<file path="config.mk">
export PLATFORM = sky130hd
export DESIGN_NAME = mem_ctrl
export DESIGN_NICKNAME = d
export VERILOG_FILES = /design/src/rtl/mem_ctrl_pkg.sv /design/src/rtl/mem_ld_ext.sv /design/src/rtl/mem_ctrl.sv
export SDC_FILE = /design/constraint.sdc
export NUM_CORES = 1
export LEC_CHECK = 0
export BUFFER_PORTS_ARGS = -buffer_cell sky130_fd_sc_hd__buf_2
export CAP_MARGIN = 0
export CORE_MARGIN = 2
export CORE_UTILIZATION = 57
export CTS_BUF_LIST = sky130_fd_sc_hd__clkbuf_4 sky130_fd_sc_hd__clkbuf_8
export CTS_CLUSTER_DIAMETER = 80
export DETAILED_ROUTE_END_ITERATION = 16
export PLACE_DENSITY = 0.92
export SLEW_MARGIN = 20
export SYNTH_ARGS = -nofsm -noshare
export SYNTH_HDL_FRONTEND = slang
export SYNTH_SLANG_ARGS = --single-unit
</file>
<file path="constraint.sdc">
create_clock -name clk_in -period 5.5 [get_ports clk_in]
set_clock_uncertainty 0.1 [all_clocks]
set_input_delay 1.1 -clock clk_in [delete_from_list [all_inputs] [get_ports clk_in]]
set_output_delay 1.1 -clock clk_in [all_outputs]
set_load 0.05 [all_outputs]
</file>
<file path="src/rtl/mem_ctrl_pkg.sv">
// Shared types and constants for the byte-serial memory controller.
package mem_ctrl_pkg;

  typedef enum logic [1:0] {
    S_IDLE,
    S_READ,
    S_WRITE,
    S_DONE
  } state_t;

  localparam logic [1:0] SZ_B = 2'b00;
  localparam logic [1:0] SZ_H = 2'b01;
  localparam logic [1:0] SZ_W = 2'b10;

  localparam logic [2:0] F3_LW = 3'b010;

  localparam logic [1:0] IO_REGION = 2'b11;

  function automatic logic [2:0] req_len(input logic [2:0] op);
    case (op[1:0])
      SZ_B:    return 3'd1;
      SZ_H:    return 3'd2;
      default: return 3'd4;
    endcase
  endfunction

endpackage

</file>
<file path="src/rtl/mem_ld_ext.sv">
// Combinational load-data extender: little-endian word in, sign/zero-extended result out.
module mem_ld_ext
  import mem_ctrl_pkg::*;
(
  input  logic [31:0] raw,
  input  logic [2:0]  op,
  output logic [31:0] res
);

  always_comb begin
    res = raw;
    case (op[1:0])
      SZ_B:    res = op[2] ? {24'b0, raw[7:0]}  : {{24{raw[7]}}, raw[7:0]};
      SZ_H:    res = op[2] ? {16'b0, raw[15:0]} : {{16{raw[15]}}, raw[15:0]};
      default: res = raw;
    endcase
  end

endmodule

</file>
<file path="src/rtl/mem_ctrl.sv">
// Byte-serial RAM/IO controller arbitrating LSB load/store against instruction fetch.
module mem_ctrl
  import mem_ctrl_pkg::*;
#(
  parameter logic [1:0] IO_HI = IO_REGION
) (
  input  logic        clk_in,
  input  logic        rst_in,
  input  logic        rdy_in,
  input  logic        rob_clear,
  input  logic        is_io,
  input  logic        is_store,
  input  logic [31:0] io_addr,
  input  logic [31:0] io_data,
  input  logic [2:0]  io_op,
  output logic        mem_res_avail,
  output logic [31:0] mem_res,
  output logic        mem_stuck,
  input  logic        if_req,
  input  logic [31:0] if_addr,
  output logic        if_done,
  output logic [31:0] if_data,
  input  logic [7:0]  mem_din,
  output logic [7:0]  mem_dout,
  output logic [31:0] mem_a,
  output logic        mem_wr,
  input  logic        io_buffer_full
);

  state_t      state;
  logic [31:0] addr;
  logic [31:0] data;
  logic [2:0]  op;
  logic        from_fetch;
  logic [2:0]  k;
  logic        cleared;
  logic [31:0] word_q;
  logic [31:0] word_nxt;
  logic [31:0] ext_res;
  logic [2:0]  len;
  logic [1:0]  cap_idx;
  logic        mem_wr_q;
  logic        io_blocked;

  assign len        = req_len(op);
  assign cap_idx    = k[1:0] - 2'd1;
  assign io_blocked = (addr[17:16] == IO_HI) && io_buffer_full;
  assign mem_wr     = mem_wr_q & rdy_in;

  // In READ, k counts the address cycle; the byte for address k-1 arrives now.
  always_comb begin
    word_nxt = word_q;
    if (state == S_READ && k != 3'd0)
      word_nxt[{cap_idx, 3'b000} +: 8] = mem_din;
  end

  mem_ld_ext u_ld_ext (
    .raw (word_nxt),
    .op  (op),
    .res (ext_res)
  );

  // Outputs are registered for the cycle that follows each edge; in WRITE,
  // k counts bytes already issued, so k==len means the last byte is on the bus.
  always_ff @(posedge clk_in) begin
    if (rst_in) begin
      state         <= S_IDLE;
      addr          <= '0;
      data          <= '0;
      op            <= '0;
      from_fetch    <= 1'b0;
      k             <= '0;
      cleared       <= 1'b0;
      word_q        <= '0;
      mem_res_avail <= 1'b0;
      mem_res       <= '0;
      if_done       <= 1'b0;
      if_data       <= '0;
      mem_stuck     <= 1'b0;
      mem_a         <= '0;
      mem_dout      <= '0;
      mem_wr_q      <= 1'b0;
    end else if (rdy_in) begin
      case (state)
        S_IDLE: begin
          mem_res_avail <= 1'b0;
          if_done       <= 1'b0;
          mem_a         <= '0;
          mem_wr_q      <= 1'b0;
          cleared       <= 1'b0;
          word_q        <= '0;
          k             <= '0;
          if (!rob_clear && is_io) begin
            addr       <= io_addr;
            data       <= io_data;
            op         <= io_op;
            from_fetch <= 1'b0;
            mem_a      <= io_addr;
            if (is_store) begin
              state <= S_WRITE;
              if (!((io_addr[17:16] == IO_HI) && io_buffer_full)) begin
                mem_dout <= io_data[7:0];
                mem_wr_q <= 1'b1;
                k        <= 3'd1;
              end
            end else begin
              state <= S_READ;
            end
          end else if (!rob_clear && if_req) begin
            addr       <= if_addr;
            data       <= '0;
            op         <= F3_LW;
            from_fetch <= 1'b1;
            mem_stuck  <= 1'b1;
            mem_a      <= if_addr;
            state      <= S_READ;
          end
        end

        S_READ: begin
          word_q <= word_nxt;
          if (rob_clear) begin
            state     <= S_IDLE;
            mem_a     <= '0;
            mem_stuck <= 1'b0;
          end else if (k == len) begin
            state <= S_DONE;
            mem_a <= '0;
            if (from_fetch) begin
              if_done <= 1'b1;
              if_data <= word_nxt;
            end else begin
              mem_res_avail <= 1'b1;
              mem_res       <= ext_res;
            end
          end else begin
            k     <= k + 3'd1;
            mem_a <= (k + 3'd1 < len) ? addr + {29'b0, k + 3'd1} : '0;
          end
        end

        S_WRITE: begin
          if (rob_clear) cleared <= 1'b1;
          if (k == len) begin
            mem_wr_q <= 1'b0;
            mem_a    <= '0;
            if (cleared || rob_clear) begin
              state <= S_IDLE;
            end else begin
              state         <= S_DONE;
              mem_res_avail <= 1'b1;
              mem_res       <= '0;
            end
          end else if (io_blocked) begin
            mem_wr_q <= 1'b0;
          end else begin
            mem_wr_q <= 1'b1;
            mem_a    <= addr + {29'b0, k};
            mem_dout <= data[{k[1:0], 3'b000} +: 8];
            k        <= k + 3'd1;
          end
        end

        S_DONE: begin
          state         <= S_IDLE;
          mem_res_avail <= 1'b0;
          if_done       <= 1'b0;
          mem_stuck     <= 1'b0;
        end

        default: state <= S_IDLE;
      endcase
    end
  end

endmodule

</file>
# Word-level counts from Yosys, hierarchy flattened
# Cells that the tools add are included.
[totals] reg_bits=214 n_memories=0 ramBits=0 in_bits=115 latchBits=0 output_inout_bits=108 word_cells=156 rom_bits=0
[classes] n_reduce_logical=31 n_div=0 mux=72 order_cmp=1 shift=3 n_bitwise=2 n_eq_ne=26 n_mul=0 n_addsub=5
[ops] operator="32-bit two-way mux" count=19
[ops] operator="32-bit one-hot mux with 2 select lines" count=3
[ops] operator="32-bit one-hot mux with 3 select lines" count=1
[ops] operator="32-bit by 3-bit adder with 32-bit output" count=2
[ops] operator="8-bit two-way mux" count=5
[ops] operator="32-bit bitwise mux" count=1
[ops] operator="8-bit by 7-bit variable shift with 32-bit output (first input constant)" count=1
[ops] operator="32-bit by 6-bit indexed part select with 8-bit output" count=1
[ops] operator="8-bit by 7-bit indexed part select with 32-bit output" count=1
[ops] operator="2-bit inequality test (second input constant)" count=15
[ops] operator="1-bit two-way mux" count=21
[ops] operator="3-bit two-way mux" count=6
[ops] operator="8-bit one-hot mux with 2 select lines" count=1
[ops] operator="5-bit AND reduction" count=3
[ops] operator="2-bit two-way mux" count=7
[ops] operator="7-bit AND reduction" count=2
[ops] operator="6-bit AND reduction" count=2
[ops] operator="2-bit nonzero test" count=5
[ops] operator="3-bit one-hot mux with 3 select lines" count=1
[ops] operator="3-bit AND reduction" count=3
[ops] operator="3-bit nonzero test" count=3
[ops] operator="2-bit equality test (second input constant)" count=4
[ops] operator="2-bit one-hot mux with 4 select lines" count=1
[ops] operator="5-bit negator with 7-bit output" count=1
[ops] operator="20 further kinds" count=31

# Depth between registers and ports, before layout
# Gate-level depths: netlist of run 1.
[depth] depth_word=11 ltp_mapped=13

# Cells and area by module
# From an unflattened synthesis of run 1, not the netlist that was laid out.
[unflattened] hier_cells=1440 hier_area_um2=11053.1
[modules_own_cells] module="mem_ctrl" n_inst=1 area_each_um2=10697.8 seq_area_each_um2=4284.1 cells_per_inst=1373
[modules_own_cells] module="mem_ld_ext" n_inst=1 area_each_um2=355.3 seq_area_each_um2=0.0 cells_per_inst=67

# Least setup slack after synthesis of run 1
# Ideal clock, no wire load.
[synth_timing] path_type="reg2reg" startpoint="register k[0]" endpoint="register mem_a[16]" setup_time_ns=0.091 path_slack_ns=1.628 path_stages_with_launch=14 arrival_ns=3.681 required_ns=5.309 path_cell_list="dfxtp_1 > clkbuf_1 > clkbuf_1 > inv_1 > ha_1 > clkbuf_1 > inv_1 > fa_1 > nor2b_1 > or2_2 > nand4_1 > a21o_1 > o32a_1 > a311oi_1"
[synth_between] elab_chain_len=6 elab_cells_between_ends=13
[synth_lines] element="start, declared" line_no="mem_ctrl.sv:35" rtl="logic [2:0] k;"
[synth_lines] element="start signal, assigned" line_no="mem_ctrl.sv:137" rtl="k <= k + 3'd1;"
[synth_lines] element="start signal, assigned" line_no="mem_ctrl.sv:160" rtl="k <= k + 3'd1;"
[synth_lines] element="3-bit by 1-bit adder with 3-bit output" line_no="mem_ctrl.sv:138" rtl="mem_a <= (k + 3'd1 < len) ? addr + {29'b0, k + 3'd1} : '0;"
[synth_lines] element="32-bit by 3-bit adder with 32-bit output or 3-bit less-than comparator (tied branches)" line_no="mem_ctrl.sv:138"
[synth_lines] element="32-bit two-way mux" line_no="mem_ctrl.sv:138"
[synth_lines] element="32-bit two-way mux" line_no="mem_ctrl.sv:126" rtl="end else if (k == len) begin"
[synth_lines] element="32-bit two-way mux" line_no="mem_ctrl.sv:122" rtl="if (rob_clear) begin"
[synth_lines] element="32-bit one-hot mux with 3 select lines" line_no="mem_ctrl.sv:84" rtl="case (state)"
[synth_lines] element="end signal, assigned" line_no="mem_ctrl.sv:98" rtl="mem_a <= io_addr;"
[synth_lines] element="end signal, assigned" line_no="mem_ctrl.sv:138"
[synth_lines] element="end signal, assigned" line_no="mem_ctrl.sv:158" rtl="mem_a <= addr + {29'b0, k};"
[synth_lines] element="end, declared" line_no="mem_ctrl.sv:25" rtl="output logic [31:0] mem_a,"
# Parallel ways exist; a longest one is shown, timed or not. The select of a mux whose other input is x is not followed.
# A chain may end at the register's enable or synchronous reset.

# Worst setup path after layout of run 1
[layout_timing] startpoint="register op[0]" endpoint="register mem_res[30]"
[layout_between] elab_chain_len=6 elab_cells_between_ends=12
[layout_lines] element="start, declared" line_no="mem_ctrl.sv:33" rtl="logic [2:0] op;"
[layout_lines] element="start signal, assigned" line_no="mem_ctrl.sv:96" rtl="op <= io_op;"
[layout_lines] element="2-bit by 1-bit equality test with 1-bit output or 2-bit logical NOT (tied branches)" line_no="mem_ctrl_pkg.sv:20, mem_ld_ext.sv:12"
[layout_lines] element="32-bit one-hot mux with 2 select lines" line_no="mem_ld_ext.sv:12" rtl="case (op[1:0])"
[layout_lines] element="32-bit two-way mux" line_no="mem_ctrl.sv:129" rtl="if (from_fetch) begin"
[layout_lines] element="32-bit two-way mux" line_no="mem_ctrl.sv:126"
[layout_lines] element="32-bit two-way mux" line_no="mem_ctrl.sv:122"
[layout_lines] element="32-bit one-hot mux with 2 select lines" line_no="mem_ctrl.sv:84"
[layout_lines] element="end signal, assigned" line_no="mem_ctrl.sv:134" rtl="mem_res <= ext_res;"
[layout_lines] element="end, declared" line_no="mem_ctrl.sv:17" rtl="output logic [31:0] mem_res,"
# Parallel ways exist; a longest one is shown, timed or not. The select of a mux whose other input is x is not followed.

==> results.md, run 1 <==
* Leakage power at 0.00507 µW
* Mapped Avg Cell Area at 7.98 µm²
* Hold Crit Class: flop to flop
* CP Max Fanout at 19
* # fillers at 1501
* Diode count at 0
* Peak VDD IR at 0.208 mV
* CTS root buffer: clkbuf_8
* FP Rows at 50
* EDFF count, synth at 0
* I/O Buffers at 222
* Dpl hpwl at 23200 µm
* H-tree Lvls at 2
* Cell area after synthesis at 11000 µm²
* Vias at 11500
* Element type at the critical path end: flop
* Area of the multi-input gates at 6190 µm²
* DRT antenna net count at 0
* Critical path type: flop to flop
* Post-layout min period at 4.16 ns
* Layout area overhead at 17.0%
* Overall Global Routing Usage at 32.6%
* Final Hold Viols at 0
* Wire per inst at 18.7 µm
* Post-CTS setup buffers at 0
* Crit-path cells: nor2_1 > ha_1 > or3_4 > o21a_1 > nor4_4 > nand3_1 > a31oi_1
* Relative max-transition margin at 24.9%
* F_max at 240 MHz
* Final Wtd Congestion at 0.963
* Final Max Tran Viols at 0
* Critical Path Start Type: flop
* Worst slew pin tran at 1.12 ns
* Gate Count Post-Synth at 1376
* Final wirelength at 34000 µm
* Skew-Pair Late Insertion Delay at 0.55 ns
* Post-synth top cells: 214 x dfxtp_1, 213 x nor2_1, 208 x nand2_1
* Die Width at 143 µm
* Synth Net Count at 1512
* TritonCTS Sinks at 214
* Core area at 18800 µm²
* Sequential cell area at 4280 µm²
* Worst EP required at 5.86 ns
* I/O Pins at 223
* Asr flop ratio synth at 0%
* TritonCTS buffer count at 37
* Post-CTS resize count at 0
* WP buf/inv at 0
* Die area at 20400 µm²
* Worst path slowest cell: nor4_4
* Critical path's top delay family: simple AND/OR/NAND/NOR gates
* Post-synth cell types at 71
* Antenna violations before repair at 0
* RSZ-0062 raised after global routing: false
* 1st-pass router iterations at 6
* Clock tree buffer depth at 3
* Max Cap Viol at 0
* Setup-failing EPs final at 0
* Crit share post-route at 75.7%
* GRT overflow at 0
* Hold_buf cts at 0
* Sequential fraction of the synthesis area at 39.0%
* Pin count of the biggest net entering global routing at 128
* Final net count at 1670
* Cell Pwr Density at 314 nW/µm²
* DRC at 0
* Most frequent cell after synthesis: dfxtp_1
* Clock Pin Slew Worst Setup and Hold Paths at 0.06 ns
* Via-to-Cell Ratio at 6.31
* Outcome: complete, no violations
* CTS tree: built
* Hold WS at 0.351 ns
* Leading register cell type out of synthesis: dfxtp_1
* Ratio of cells with drive above 1 in the final layout at 20.8%
* Global-route wire length before repair at 54100 µm
* Vias in the first global route at 10800
* Top cell type's share of synthesized area at 39.0%
* Synth area leaders: dfxtp_1 39%, nor2_1 7.3%, nand2_1 7.1%
* Ys Warns at 0
* CP Data Arrival Time at 4.52 ns
* Die height at 143 µm
* Initial Utilization at 58.3%
* Largest area contributor in the netlist: dfxtp_1
* #FFs+latches synth at 214
* Initial drt markers at 1142
* Largest stage delay on the critical path at 0.88 ns
* Setup TNS at 0 ns
## through the flow
| stage | total power (µW) | utilization [%] | area (µm²) | instances | setup slack (ns) |
|---|---|---|---|---|---|
| 5_1_grt | 4190 | 68.2 | 12800 | 1815 | 1.03 |
| 3_5_place_dp | 2590 | 64.2 | 12100 | 1753 | 1.42 |
| 2_1_floorplan | 2340 | - | 11000 | 1376 | 1.63 |
| 4_1_cts | 4030 | 68.1 | 12800 | 1813 | 1.43 |
| 6_report | 4040 | 68.2 | 12800 | 1815 | 1.34 |
| 3_3_place_gp | 2570 | 64.2 | 12100 | 1753 | 1.58 |
## logic make-up after synthesis
family / Yosys count / share of synthesized area, %
buffers and inverters: 133 / 4.89
adder cells (fa/ha/maj): 21 / 2.53
flip-flops: 214 / 39.0
multiplexers: 52 / 5.65
XOR/XNOR: 13 / 1.04
AND/OR/NAND/NOR: 570 / 22.8
AO/OA/AOI/OAI: 373 / 24.1
## cells in the final DEF, fill, tap and decap left out, types with 7 or more instances in the layout
cell type and instances:
ha_1 19, clkbuf_4 8, o31ai_1 9, o21ai_0 50, dfxtp_1 214, buf_4 17, a221oi_1 7, clkbuf_8 45
a22oi_1 70, nor4_1 12, a211oi_1 30, nor3_1 22, a21oi_1 54, nand3_1 31, and2_1 15, o41ai_1 8
a31oi_1 34, buf_2 221, mux2i_1 44, a311oi_1 35, xnor2_1 10, and3_1 11, nor2_1 211, a32o_1 7
a22o_1 9, nand4_1 9, mux4_2 8, nand2b_1 12, nand2_1 208, inv_1 12
## per-layer routing
layer	track usage, %	routed length, µm
met1	40.8	13700
met2	53.5	15900
met3	6.67	3080
met4	16.2	1370
met5	0	0
## worst paths after layout
path               start           to  slack (ns)  cells past startpoint
max                op[0]  mem_res[30]        1.34                      7
max reg2reg        op[0]  mem_res[30]        1.34                      7
min reg2reg  mem_res[11]  mem_res[11]        0.35                      2
min          mem_res[11]  mem_res[11]        0.35                      2
## power by group
part	leakage [µW]	switching (µW)	internal, µW
clock network	0.000393	665	799
registers	0.00174	73.6	1630
logic	0.00294	611	262
total	0.00507	1350	2690
## state kept, by name (all words and copies together) (netlist names)
name	cells
addr	32
cleared	1
data	32
from_fetch	1
if_data	32
if_done	1
k	3
mem_a	32
mem_dout	8
mem_res	32
mem_res_avail	1
mem_stuck	1
mem_wr_q	1
op	3
state	2
word_q	32
## area by class of cell
cell class | count | area share, %
flip-flops and latches | 214 | 33.4
multi-input cells | 1029 | 48.2
repair buffers | 240 | 9.85
inverters | 12 | 0.351
clock inverters | 7 | 0.438
clock buffers | 53 | 5.29
well taps | 260 | 2.53
## worst min-delay path, delay by kind of cell, from the launching register on
| family | cells | cell delay [ns] |
|---|---|---|
| DFF | 1 | 0.31 |
| AOI/OAI and AO/OA | 1 | 0.05 |
| and+or+nand+nor | 1 | 0.05 |
(Power assumes the default switching activity.)
==> run 2, diff against run 1 <==
==> constraint.sdc (replaced) <==
create_clock -name clk_in -period 4.33 [get_ports clk_in]
set_clock_uncertainty 0.1 [all_clocks]
set_input_delay 0.866 -clock clk_in [delete_from_list [all_inputs] [get_ports clk_in]]
set_output_delay 0.866 -clock clk_in [all_outputs]
set_load 0.05 [all_outputs]
==> results.md, run 2 (synthesis results as in run 1) <==
* Dpl hpwl at 23200 µm (about the same)
* Post-route insts no fill at 1829 (+0.77%)
* Die height at 143 µm (unchanged)
* Clock tree buffer depth at 3 (unchanged)
* GRT overflow at 0 (unchanged)
* Initial Utilization at 58.3% (unchanged)
* Crit share post-route at 85.7% (+10 points)
* Sequential cell area at 4280 µm² (unchanged)
* Leakage power at 0.00519 µW (+2.3%)
* DRC at 0 (unchanged)
* Peak VDD IR at 0.237 mV (+14%)
* Post-CTS setup buffers at 0 (unchanged)
* F_max at 270 MHz (+12%)
* WP buf/inv at 1 (+1)
* Initial drt markers at 1134 (-0.70%)
* Pin count of the biggest net entering global routing at 152 (+19%)
* Worst EP required at 4.71 ns (-1.15 ns)
* Layout area overhead at 19.0%
* Max Cap Viol at 0 (unchanged)
* Largest stage delay on the critical path at 0.52 ns (-0.36 ns)
* Hold_buf cts at 0 (unchanged)
* Final Hold Viols at 0 (unchanged)
* Critical path type: flop to flop
* Dpl ws at 0.697 ns (-0.722 ns)
* Placed cell count at 1759 (+0.34%)
* Via-to-Cell Ratio at 6.29 (-0.30%)
* Die area at 20400 µm² (unchanged)
* Commonest non-fill, non-tap cell in the layout: buf_2
* Setup TNS at 0 ns (unchanged)
* Commonest non-fill, non-tap cells in the layout: 221 x buf_2, 214 x dfxtp_1, 211 x nor2_1, 208 x nand2_1, 70 x a22oi_1
* Critical path's top delay family: simple AND/OR/NAND/NOR gates
* Post-CTS resize count at 0 (unchanged)
* CTS root buffer: clkbuf_8
* Critical Path Start Type: flop
* Area of the multi-input gates at 6190 µm² (unchanged)
* Clock Pin Slew Worst Setup and Hold Paths at 0.06 ns (about the same)
* Final Max Tran Viols at 0 (unchanged)
* Final net count at 1676 (+0.36%)
* Highest routed layer: met5
* Metal3 WL at 3470 µm (+13%)
* CTS tree: built
* Die Width at 143 µm (unchanged)
* Antenna violations before repair at 1 (+1)
* FP Rows at 50 (unchanged)
* Element type at the critical path end: flop
* 1st-pass router iterations at 8 (+2)
* Post-Route M1 WL at 13500 µm (-1.2%)
* Wire per inst at 18.7 µm (-0.52%)
* H-tree Lvls at 2 (unchanged)
* Crit-path cells: nor2_1 > ha_1 > or3_4 > o21a_1 > nor4_4 > buf_4 > nand3_1 > a31oi_1
* Global-route wire length before repair at 54000 µm (-0.24%)
* Skew-Pair Late Insertion Delay at 0.56 ns (about the same)
* Worst path slowest cell: nor4_4
* Vias in the first global route at 10800 (-0.42%)
* Setup-failing EPs final at 0 (unchanged)
* Worst slew pin tran at 1.12 ns (-0.000555 ns)
* Final Wtd Congestion at 0.968 (+0.45%)
* DP Area at 12100 µm² (+0.37%)
* Post-layout min period at 3.71 ns (-0.454 ns)
* TritonCTS Sinks at 214 (unchanged)
* Vias at 11500 (+0.47%)
* CP Max Fanout at 16 (-3)
* Ratio of cells with drive above 1 in the final layout at 21.5% (+0.71 points)
* I/O Pins at 223 (unchanged)
* Outcome: complete, no violations
* Worst Slack Setup Final at 0.620 ns (-0.716 ns)
* Hold Crit Class: flop to flop
* Overall Global Routing Usage at 32.5% (-0.11 points)
* Relative max-transition margin at 25.0% (+0.11 points)
* TritonCTS buffer count at 38 (+2.7%)
* CP Data Arrival Time at 4.09 ns (-0.43 ns)
* Final wirelength at 34100 µm (+0.25%)
* # fillers at 1489 (-0.80%)
* Finished Cell Area at 13100 µm² (+1.7%)
* Core area at 18800 µm² (unchanged)
* I/O Buffers at 222 (unchanged)
* RSZ-0062 raised after global routing: false
* Met2 routed WL at 15700 µm (-1.1%)
* DRT antenna net count at 0 (unchanged)
* Tot Pwr at 5530 µW (+37%)
* Cell Pwr Density at 423 nW/µm² (+35%)
* Diode count at 0 (unchanged)
==> run 2: power by group <==
part / leakage, µW / total [µW] / internal (µW) / switching, µW
sequential: 0.00174 / 2160 / 2070 / 94.9
combinational: 0.00297 / 1130 / 343 / 783
clock: 0.000483 / 2230 / 1370 / 862
==> run 2: path summary, 6_finish.rpt <==
| kind | from | end | slack, ns | cells past startpoint |
|---|---|---|---|---|
| setup / recovery | op[0] | mem_res[20] | 0.62 | 8 |
| hold / removal | mem_res[14] | mem_res[14] | 0.36 | 2 |
| setup reg to reg | op[0] | mem_res[20] | 0.62 | 8 |
| hold reg to reg | mem_res[14] | mem_res[14] | 0.36 | 2 |
==> run 2: metrics by stage <==
step           util (%)  hold slack (ns)
3_5_place_dp       64.5            0.338
6_report           69.4            0.356
5_1_grt            69.4            0.372
3_3_place_gp       64.5            0.335
4_1_cts            69.3            0.353
2_1_floorplan         -            0.346
==> run 2: cell type report <==
type	count	share of cell area (%)
Inverter	12	0.345
Clock buffer	62	5.91
Sequential cell	214	32.8
Multi-Input combinational cell	1029	47.4
Tap cell	260	2.49
Timing Repair Buffer	245	9.97
Clock inverter	7	1.11
==> run 2: metal layers <==
metal,track usage (%),up-vias
met3,5.70,111
li1,-,5337
met2,51.9,757
met5,0,-
met1,42.5,5303
met4,16.2,2
==> run 2: worst register-to-register path: cells and delay by family, from the launching register on <==
kind	cells	cell delay, ns
buf+inv	1	0.27
flops	1	0.38
compound gates	2	0.70
simple gates	4	1.85
fa+ha+maj	1	0.35
